==> src/rtl/hazard_track.sv <==
// hazard_track: D-stage decode with E/M/W destination and Tnew tracking.
// Define MDU_STALL_EN to add mult/div decode, the busy counter and MD stalls.
module hazard_track #(
  parameter logic [4:0] RA_REG = 5'd31
) (
  input  logic        clk,
  input  logic        reset,
  input  logic [31:0] instr_D,
  output logic        stall,
  output logic [4:0]  A1_E,
  output logic [4:0]  A2_E,
  output logic [4:0]  A2_M,
  output logic [4:0]  A3_E,
  output logic [4:0]  A3_M,
  output logic [4:0]  A3_W,
  output logic        RegWr_E,
  output logic        RegWr_M,
  output logic        RegWr_W,
  output logic [1:0]  Tnew_E,
  output logic [1:0]  Tnew_M,
  output logic        md_busy
);

  localparam logic [5:0] OP_SPECIAL = 6'h00;
  localparam logic [5:0] OP_ORI     = 6'h0d;
  localparam logic [5:0] OP_LUI     = 6'h0f;
  localparam logic [5:0] OP_LW      = 6'h23;
  localparam logic [5:0] OP_SW      = 6'h2b;
  localparam logic [5:0] OP_BEQ     = 6'h04;
  localparam logic [5:0] OP_JAL     = 6'h03;

  localparam logic [5:0] FN_ADDU = 6'h21;
  localparam logic [5:0] FN_SUBU = 6'h23;
  localparam logic [5:0] FN_JR   = 6'h08;
`ifdef MDU_STALL_EN
  localparam logic [5:0] FN_MULT = 6'h18;
  localparam logic [5:0] FN_DIV  = 6'h1a;
  localparam logic [5:0] FN_MFHI = 6'h10;
  localparam logic [5:0] FN_MTHI = 6'h11;
  localparam logic [5:0] FN_MFLO = 6'h12;
  localparam logic [5:0] FN_MTLO = 6'h13;
  localparam logic [3:0] MUL_LAT = 4'd5;
  localparam logic [3:0] DIV_LAT = 4'd10;
`endif

  // Tuse of 3 exceeds any Tnew, so it can never stall
  localparam logic [1:0] TUSE_NONE = 2'd3;

  logic [5:0] op;
  logic [5:0] fn;
  logic [4:0] rs;
  logic [4:0] rt;
  logic [4:0] rd;
  logic       unused_shamt;

  assign op = instr_D[31:26];
  assign fn = instr_D[5:0];
  assign rs = instr_D[25:21];
  assign rt = instr_D[20:16];
  assign rd = instr_D[15:11];
  assign unused_shamt = ^instr_D[10:6];

  logic is_sp;
  logic is_addu;
  logic is_subu;
  logic is_jr;
  logic is_ori;
  logic is_lui;
  logic is_lw;
  logic is_sw;
  logic is_beq;
  logic is_jal;

  assign is_sp   = (op == OP_SPECIAL);
  assign is_addu = is_sp && (fn == FN_ADDU);
  assign is_subu = is_sp && (fn == FN_SUBU);
  assign is_jr   = is_sp && (fn == FN_JR);
  assign is_ori  = (op == OP_ORI);
  assign is_lui  = (op == OP_LUI);
  assign is_lw   = (op == OP_LW);
  assign is_sw   = (op == OP_SW);
  assign is_beq  = (op == OP_BEQ);
  assign is_jal  = (op == OP_JAL);

`ifdef MDU_STALL_EN
  logic is_mult;
  logic is_div;
  logic is_mfhi;
  logic is_mflo;
  logic is_mthi;
  logic is_mtlo;

  assign is_mult = is_sp && (fn == FN_MULT);
  assign is_div  = is_sp && (fn == FN_DIV);
  assign is_mfhi = is_sp && (fn == FN_MFHI);
  assign is_mflo = is_sp && (fn == FN_MFLO);
  assign is_mthi = is_sp && (fn == FN_MTHI);
  assign is_mtlo = is_sp && (fn == FN_MTLO);
`endif

  // D-stage record decoded from instr_D
  logic [4:0] a3_dec;
  logic       wr_dec;
  logic [1:0] tnew_dec;
  logic [1:0] tuse_rs;
  logic [1:0] tuse_rt;
`ifdef MDU_STALL_EN
  logic       md_cls;
  logic       md_mul;
  logic       md_div;
`endif

  // Decode destination, write enable, Tnew and Tuse per operand
  always_comb begin
    a3_dec   = 5'd0;
    wr_dec   = 1'b0;
    tnew_dec = 2'd0;
    tuse_rs  = TUSE_NONE;
    tuse_rt  = TUSE_NONE;
`ifdef MDU_STALL_EN
    md_cls   = 1'b0;
    md_mul   = 1'b0;
    md_div   = 1'b0;
`endif
    unique case (1'b1)
      is_addu, is_subu: begin
        a3_dec   = rd;
        wr_dec   = 1'b1;
        tnew_dec = 2'd1;
        tuse_rs  = 2'd1;
        tuse_rt  = 2'd1;
      end
      is_ori: begin
        a3_dec   = rt;
        wr_dec   = 1'b1;
        tnew_dec = 2'd1;
        tuse_rs  = 2'd1;
      end
      is_lui: begin
        a3_dec   = rt;
        wr_dec   = 1'b1;
        tnew_dec = 2'd1;
      end
      is_lw: begin
        a3_dec   = rt;
        wr_dec   = 1'b1;
        tnew_dec = 2'd2;
        tuse_rs  = 2'd1;
      end
      is_sw: begin
        tuse_rs = 2'd1;
        tuse_rt = 2'd2;
      end
      is_beq: begin
        tuse_rs = 2'd0;
        tuse_rt = 2'd0;
      end
      is_jr: begin
        tuse_rs = 2'd0;
      end
      is_jal: begin
        a3_dec   = RA_REG;
        wr_dec   = 1'b1;
        tnew_dec = 2'd0;
      end
`ifdef MDU_STALL_EN
      is_mult, is_div: begin
        tuse_rs = 2'd1;
        tuse_rt = 2'd1;
        md_cls  = 1'b1;
        md_mul  = is_mult;
        md_div  = is_div;
      end
      is_mfhi, is_mflo: begin
        a3_dec   = rd;
        wr_dec   = 1'b1;
        tnew_dec = 2'd1;
        md_cls   = 1'b1;
      end
      is_mthi, is_mtlo: begin
        tuse_rs = 2'd1;
        md_cls  = 1'b1;
      end
`endif
      default: begin
      end
    endcase
  end

  // Stage registers
  logic [4:0] a1_e_q, a1_e_d;
  logic [4:0] a2_e_q, a2_e_d;
  logic [4:0] a3_e_q, a3_e_d;
  logic       wr_e_q, wr_e_d;
  logic [1:0] tnew_e_q, tnew_e_d;
  logic [4:0] a2_m_q, a2_m_d;
  logic [4:0] a3_m_q, a3_m_d;
  logic       wr_m_q, wr_m_d;
  logic [1:0] tnew_m_q, tnew_m_d;
  logic [4:0] a3_w_q, a3_w_d;
  logic       wr_w_q, wr_w_d;

  // Operand hazards against E and M producers; A3 = 0 is filtered
  logic e_live;
  logic m_live;
  logic hz_rs;
  logic hz_rt;
  logic hz_md;

  assign e_live = wr_e_q && (a3_e_q != 5'd0);
  assign m_live = wr_m_q && (a3_m_q != 5'd0);

  assign hz_rs =
    (e_live && (rs == a3_e_q) && (tuse_rs < tnew_e_q)) ||
    (m_live && (rs == a3_m_q) && (tuse_rs < tnew_m_q));
  assign hz_rt =
    (e_live && (rt == a3_e_q) && (tuse_rt < tnew_e_q)) ||
    (m_live && (rt == a3_m_q) && (tuse_rt < tnew_m_q));

`ifdef MDU_STALL_EN
  logic       md_mul_e_q, md_mul_e_d;
  logic       md_div_e_q, md_div_e_d;
  logic [3:0] md_cnt_q, md_cnt_d;

  assign md_busy = (md_cnt_q != 4'd0) || md_mul_e_q || md_div_e_q;
  assign hz_md   = md_cls && md_busy;

  // Busy counter loads as a mult/div leaves E, then counts down
  always_comb begin
    md_cnt_d = md_cnt_q;
    if (md_mul_e_q) begin
      md_cnt_d = MUL_LAT;
    end else if (md_div_e_q) begin
      md_cnt_d = DIV_LAT;
    end else if (md_cnt_q != 4'd0) begin
      md_cnt_d = md_cnt_q - 4'd1;
    end
  end
`else
  assign md_busy = 1'b0;
  assign hz_md   = 1'b0;
`endif

  assign stall = hz_rs || hz_rt || hz_md;

  // E takes the D record, or a bubble while stalled
  always_comb begin
    a1_e_d   = rs;
    a2_e_d   = rt;
    a3_e_d   = a3_dec;
    wr_e_d   = wr_dec;
    tnew_e_d = tnew_dec;
`ifdef MDU_STALL_EN
    md_mul_e_d = md_mul;
    md_div_e_d = md_div;
`endif
    if (stall) begin
      a1_e_d   = 5'd0;
      a2_e_d   = 5'd0;
      a3_e_d   = 5'd0;
      wr_e_d   = 1'b0;
      tnew_e_d = 2'd0;
`ifdef MDU_STALL_EN
      md_mul_e_d = 1'b0;
      md_div_e_d = 1'b0;
`endif
    end
  end

  // M and W advance unconditionally; Tnew ages by one, floor 0
  always_comb begin
    a2_m_d   = a2_e_q;
    a3_m_d   = a3_e_q;
    wr_m_d   = wr_e_q;
    tnew_m_d = (tnew_e_q == 2'd0) ? 2'd0 : tnew_e_q - 2'd1;
    a3_w_d   = a3_m_q;
    wr_w_d   = wr_m_q;
  end

  // Stage register update with synchronous reset
  always_ff @(posedge clk) begin
    if (reset) begin
      a1_e_q   <= 5'd0;
      a2_e_q   <= 5'd0;
      a3_e_q   <= 5'd0;
      wr_e_q   <= 1'b0;
      tnew_e_q <= 2'd0;
      a2_m_q   <= 5'd0;
      a3_m_q   <= 5'd0;
      wr_m_q   <= 1'b0;
      tnew_m_q <= 2'd0;
      a3_w_q   <= 5'd0;
      wr_w_q   <= 1'b0;
    end else begin
      a1_e_q   <= a1_e_d;
      a2_e_q   <= a2_e_d;
      a3_e_q   <= a3_e_d;
      wr_e_q   <= wr_e_d;
      tnew_e_q <= tnew_e_d;
      a2_m_q   <= a2_m_d;
      a3_m_q   <= a3_m_d;
      wr_m_q   <= wr_m_d;
      tnew_m_q <= tnew_m_d;
      a3_w_q   <= a3_w_d;
      wr_w_q   <= wr_w_d;
    end
  end

`ifdef MDU_STALL_EN
  // Mult/div tracking in E and the busy counter
  always_ff @(posedge clk) begin
    if (reset) begin
      md_mul_e_q <= 1'b0;
      md_div_e_q <= 1'b0;
      md_cnt_q   <= 4'd0;
    end else begin
      md_mul_e_q <= md_mul_e_d;
      md_div_e_q <= md_div_e_d;
      md_cnt_q   <= md_cnt_d;
    end
  end
`endif

  assign A1_E    = a1_e_q;
  assign A2_E    = a2_e_q;
  assign A2_M    = a2_m_q;
  assign A3_E    = a3_e_q;
  assign A3_M    = a3_m_q;
  assign A3_W    = a3_w_q;
  assign RegWr_E = wr_e_q;
  assign RegWr_M = wr_m_q;
  assign RegWr_W = wr_w_q;
  assign Tnew_E  = tnew_e_q;
  assign Tnew_M  = tnew_m_q;

endmodule
==> config.mk <==
export PLATFORM = sky130hd
export DESIGN_NAME = hazard_track
export DESIGN_NICKNAME = d
export VERILOG_FILES = /design/src/rtl/hazard_track.sv
export SDC_FILE = /design/constraint.sdc
export NUM_CORES = 1
export LEC_CHECK = 0
export BUFFER_PORTS_ARGS = -buffer_cell sky130_fd_sc_hd__buf_2
export CORE_ASPECT_RATIO = 0.75
export CORE_MARGIN = 2
export CORE_UTILIZATION = 35
export DETAILED_ROUTE_END_ITERATION = 7
export PLACE_DENSITY_LB_ADDON = 0.2
export SETUP_SLACK_MARGIN = 0.05
export SLEW_MARGIN = 0
export SYNTH_ARGS = -nofsm -noshare
export SYNTH_HDL_FRONTEND = slang
export SYNTH_SLANG_ARGS = --single-unit
export TNS_END_PERCENT = 30
==> constraint.sdc <==
create_clock -name clk -period 6.2 [get_ports clk]
set_input_delay 1.86 -clock clk [delete_from_list [all_inputs] [get_ports clk]]
set_output_delay 1.86 -clock clk [all_outputs]
set_load 0.02 [all_outputs]
* Word-level counts from Yosys, hierarchy flattened *
Cells that the tools add are included.

storage, ports and cells
  bits in registers = 37
  bits of input ports = 34
  output and inout port bits = 39

operators by class
  add/subtract/negate cells = 1
  order comparisons = 4
  equal/unequal tests = 13
  muxes and demuxes = 5
  reductions and logical operators = 28

operator list
  kind                   count
  $eq A6 B6 Y1 const B   4
  $eq A5 B5 Y1           4
  $eq A6 B4 Y1 const B   3
  $pmux W5 S3            1
  $logic_and A1 B1 Y1    13
  $reduce_bool A5 Y1     2
  $lt A2 B2 Y1           4
  $pmux W2 S2            2
  $reduce_or A2 Y1       4
  $eq A6 B2 Y1 const B   1
  $eq A6 B3 Y1 const B   1
  $logic_not A6 Y1       1
  $pmux W2 S3            1
  $reduce_or A6 Y1       1
  $reduce_or A5 Y1       1
  $reduce_or A4 Y1       1
  $logic_or A1 B1 Y1     3
  $reduce_or A3 Y1       1
  $logic_not A2 Y1       1
  $sub A2 B1 Y2 const B  1
  $mux W1                1

* Logic depth before layout (Yosys ltp) *
  word-level depth = 9
  gate-level depth with buffers = 11

* Worst setup path after synthesis *
OpenSTA, ideal clock, no wires.

  path kind = input to output
  from = in instr_D[29]
  to = out stall
  arrival time = 3713 ps
  data required time = 4340 ps
  path slack = 627 ps
  stages = 9
  path buffers = 2
  cell sequence = buf_2 nor3_1 nor3b_1 a21oi_1 ha_1 nor4_1 a22oi_2 nand3_4 buf_6

between the ends
  longest elaborated chain between the ends = 8
  elaborated cells on any way between the ends = 24
  classes of those cells = order compare (4); eq/ne (4); mux (2); reduce/logical (14)

RTL lines
  what                                                      RTL line    source
  start: declaration                                        8           input logic [31:0] instr_D,
  $logic_not A6 Y1                                          74          assign is_sp = (op == OP_SPECIAL);
  $logic_and A1 B1 Y1, on equally long branches             75, 76, 77
  $reduce_or A5 Y1 (no line), or another cell as far along  --
  $pmux W2 S2 or $pmux W2 S3 (tied branches)                125         unique case (1'b1)
  $lt A2 B2 Y1, on equally long branches                    --
  $logic_and A1 B1 Y1, on equally long branches             --
  $logic_or A1 B1 Y1, on equally long branches              214, 217
  $logic_or A1 B1 Y1 *                                      244         assign stall = hz_rs || hz_rt || hz_md;
  end: declaration                                          9           output logic stall,

Mark *: on every way between the ends. The rest lies on a longest branch, timed or not.

* Worst setup path in the final report *
Ends and elaborated chain as after synthesis.

==> results.toml <==
[sta]
setup_viol = 0
fin_crit_ns = 5.80
final_max_slew_viol_count = 0
fmax_mhz = 172
worst_pin_slew_ns = 0.652
period_share_pct = 93.6
hold_ws_ns = 0.456
relSlewSlack_pct = 56.5
tns_ns = 0
finClkSkew_ns = 0.00759
rsz0062_at_grt = "no"
timing_hold_violations_final = 0

[power_and_ir_drop]
p_per_area_nw_per_um2 = 213
leakagePower_uw = 0.000923
ir_worst_vdd_mv = 0.144

[die]
die_h_um = 64.4
fp-row-count = 21
core-area_um2 = 4570
die-area_um2 = 5450
pin_count = 73
start_util_pct = 37.3
die_w_um = 84.6

[hold_path]
hold_path_class = "reg -> reg"
worstHoldPathCells = 1
whs_endpoint = "A2_M[0]"
min_from = "A2_E[0]"

[clock_network]
cts.sinks = 37
h-tree-depth = 2
cts_buffers = 5
clockBufferDepth = 2
cts_resized = 0
cts_setup_buffers = 0
clk_pin_slew_ns = 0.06
clk_latency_ns = 0.29
root_buffer = "clkbuf_8"
cts_hold_buf = 0
cts_tree = "built"

[global_route]
met2_usage_pct = 21.9
first_global_vias = 1372
grtUsageMet3_pct = 5.86
antenna_found_initial = 0
grt-ovfl-total = 0
grt_max_degree = 33
top_usage_layer = "met1"
grt_pass1_wl_um = 6770
use_met1_pct = 22.8
track_usage_pct = 16.1

[synth]
synthCells = 167
avgSynthCellArea_um2 = 10.2
synth_cell_types = 37
synth_ff_type = "dfxtp_1"
yosys_register_bits = 37
yosysSeqAreaShare_pct = 43.5
synth_edf_count = 0
netlist_area_um2 = 1700
async_flop_share_pct = 0
synth_nets = 204
yosysWarnings = 0

[critical_path]
r2r_setup_slack_ns = 4.13
cp_cell_sequence = "buf_2 -> nor3_1 -> nor3b_1 -> a21oi_1 -> ha_1 -> nor4_1 -> a22oi_2 -> nand3_4 -> buf_2"
arrival_ns = 3.94
r2r_end = "Tnew_E[1]"
crit_fanout = 8
critPathLaunchType = "input port"
end_kind = "primary output"
slowest_stage = "nor4_1"
critPathTopFamily = "simple AND/OR/NAND/NOR gates"
cpMostUsedCell = "buf_2"
cp.required_ns = 4.34
reg2reg_depth = 7
path_class = "in -> out"
max_stage_delay_ns = 0.40
r2r_start = "A3_E[1]"
cp.buffers_inverters = 2
path_depth = 9

[placement]
portBuffers = 66
place_congestion = 0.791
place_hpwl_um = 3190

[status]
status = "complete, no violations"

[layout]
num-nets-final = 273
post-route-util_pct = 47.5
area.growth.synth_to_final_pct = 27.5
diodes = 0
layout-drive-gt1-share_pct = 38.6

[route]
drtPass1Iterations = 4
drc = 0
routedWlPerCell_um = 14.1
via_per_inst = 4.87
drtIter0Drc = 65
ant_nets = 0
vias = 1428
wl_um = 4130

[run]
cap_violations = 0
==> synthesized netlist by cell type (4+ instances only) <==
cell      count  area share (%)
a221oi_1      5             2.6
dfxtp_1      37              43
inv_1         6             1.3
nand3_1       7             2.1
nand4_1       6             2.2
nor2_1        4            0.88
nor2b_1      19             7.0
nor3_1        6             1.8
nor3b_1       8             3.5
nor3b_2       8             5.9
nor4_1        4             1.5
xnor2_1      19             9.8
==> worst register-to-register path, stage by stage (launching register included) <==
cell,delay (ns)
dfxtp_1,0.37
or4_1,0.55
o21ai_2,0.17
nor3_1,0.09
o211ai_2,0.21
nand3_4,0.10
buf_4,0.24
nor4b_2,0.26
==> sequential cells by signal, indices dropped and copies added (netlist names), 2 cells and up <==
register  cells
A2_M          5
A3_M          5
A3_E          5
Tnew_E        2
A2_E          5
A1_E          5
Tnew_M        2
A3_W          5
==> layer usage <==
layer / part of all wire, % / vias to the layer above / routed length, µm
met5: 0 / - / 0
met4: 1.4 / 0 / 59
met3: 7.2 / 6 / 296
met2: 40 / 47 / 1650
met1: 51 / 641 / 2120
li1: - / 734 / -
==> worst max-delay path by stage <==
stage / to / start / slack, ns
floorplan: stall / instr_D[29] / 0.63
finish: stall / instr_D[29] / 0.40
global route: stall / instr_D[29] / 0.16
detailed placement: stall / instr_D[29] / 0.44
global placement: stall / instr_D[29] / 0.42
CTS: stall / instr_D[29] / 0.41
==> cell usage in the layout, fill, tap and decap left out, types with 6 or more instances in the layout <==
| cell | synthesis | layout |
|---|---|---|
| buf_2 | 1 | 66 |
| clkbuf_8 | 0 | 6 |
| dfxtp_1 | 37 | 37 |
| inv_1 | 6 | 6 |
| nand3_1 | 7 | 7 |
| nand4_1 | 6 | 6 |
| nor2b_1 | 19 | 19 |
| nor3_1 | 6 | 6 |
| nor3b_1 | 8 | 8 |
| nor3b_2 | 8 | 8 |
| xnor2_1 | 19 | 19 |
==> metrics by stage <==
step	power [µW]	setup WS, ns	instance area [µm²]	instances
floorplan	280	0.627	1700	167
global placement	303	0.423	2090	286
detailed placement	303	0.441	2090	286
CTS	469	0.412	2170	293
global route	485	0.163	2170	293
finish	463	0.398	2170	293
==> logic make-up after synthesis <==
group	Yosys count	synth area share (%)
fa+ha+maj	3	2.20
other cells	1	0.220
compound gates	19	8.96
xor+xnor	21	10.8
buf+inv	12	3.38
simple gates	74	31.0
flops	37	43.5
==> layout make-up <==
| class | count | area, µm² |
|---|---|---|
| Sequential cell | 37 | 741 |
| Inverter | 6 | 22.5 |
| Tap cell | 57 | 71.3 |
| Fill cell | 476 | 2400 |
| Clock buffer | 7 | 86.3 |
| Timing Repair Buffer | 68 | 345 |
| Multi-Input combinational cell | 118 | 906 |
==> power by group <==
group | switching (µW) | internal [µW] | total [µW]
registers | 1.81 | 243 | 245
clock network | 78.0 | 88.1 | 166
logic | 30.6 | 22.0 | 52.6
(Power assumes the default switching activity.)
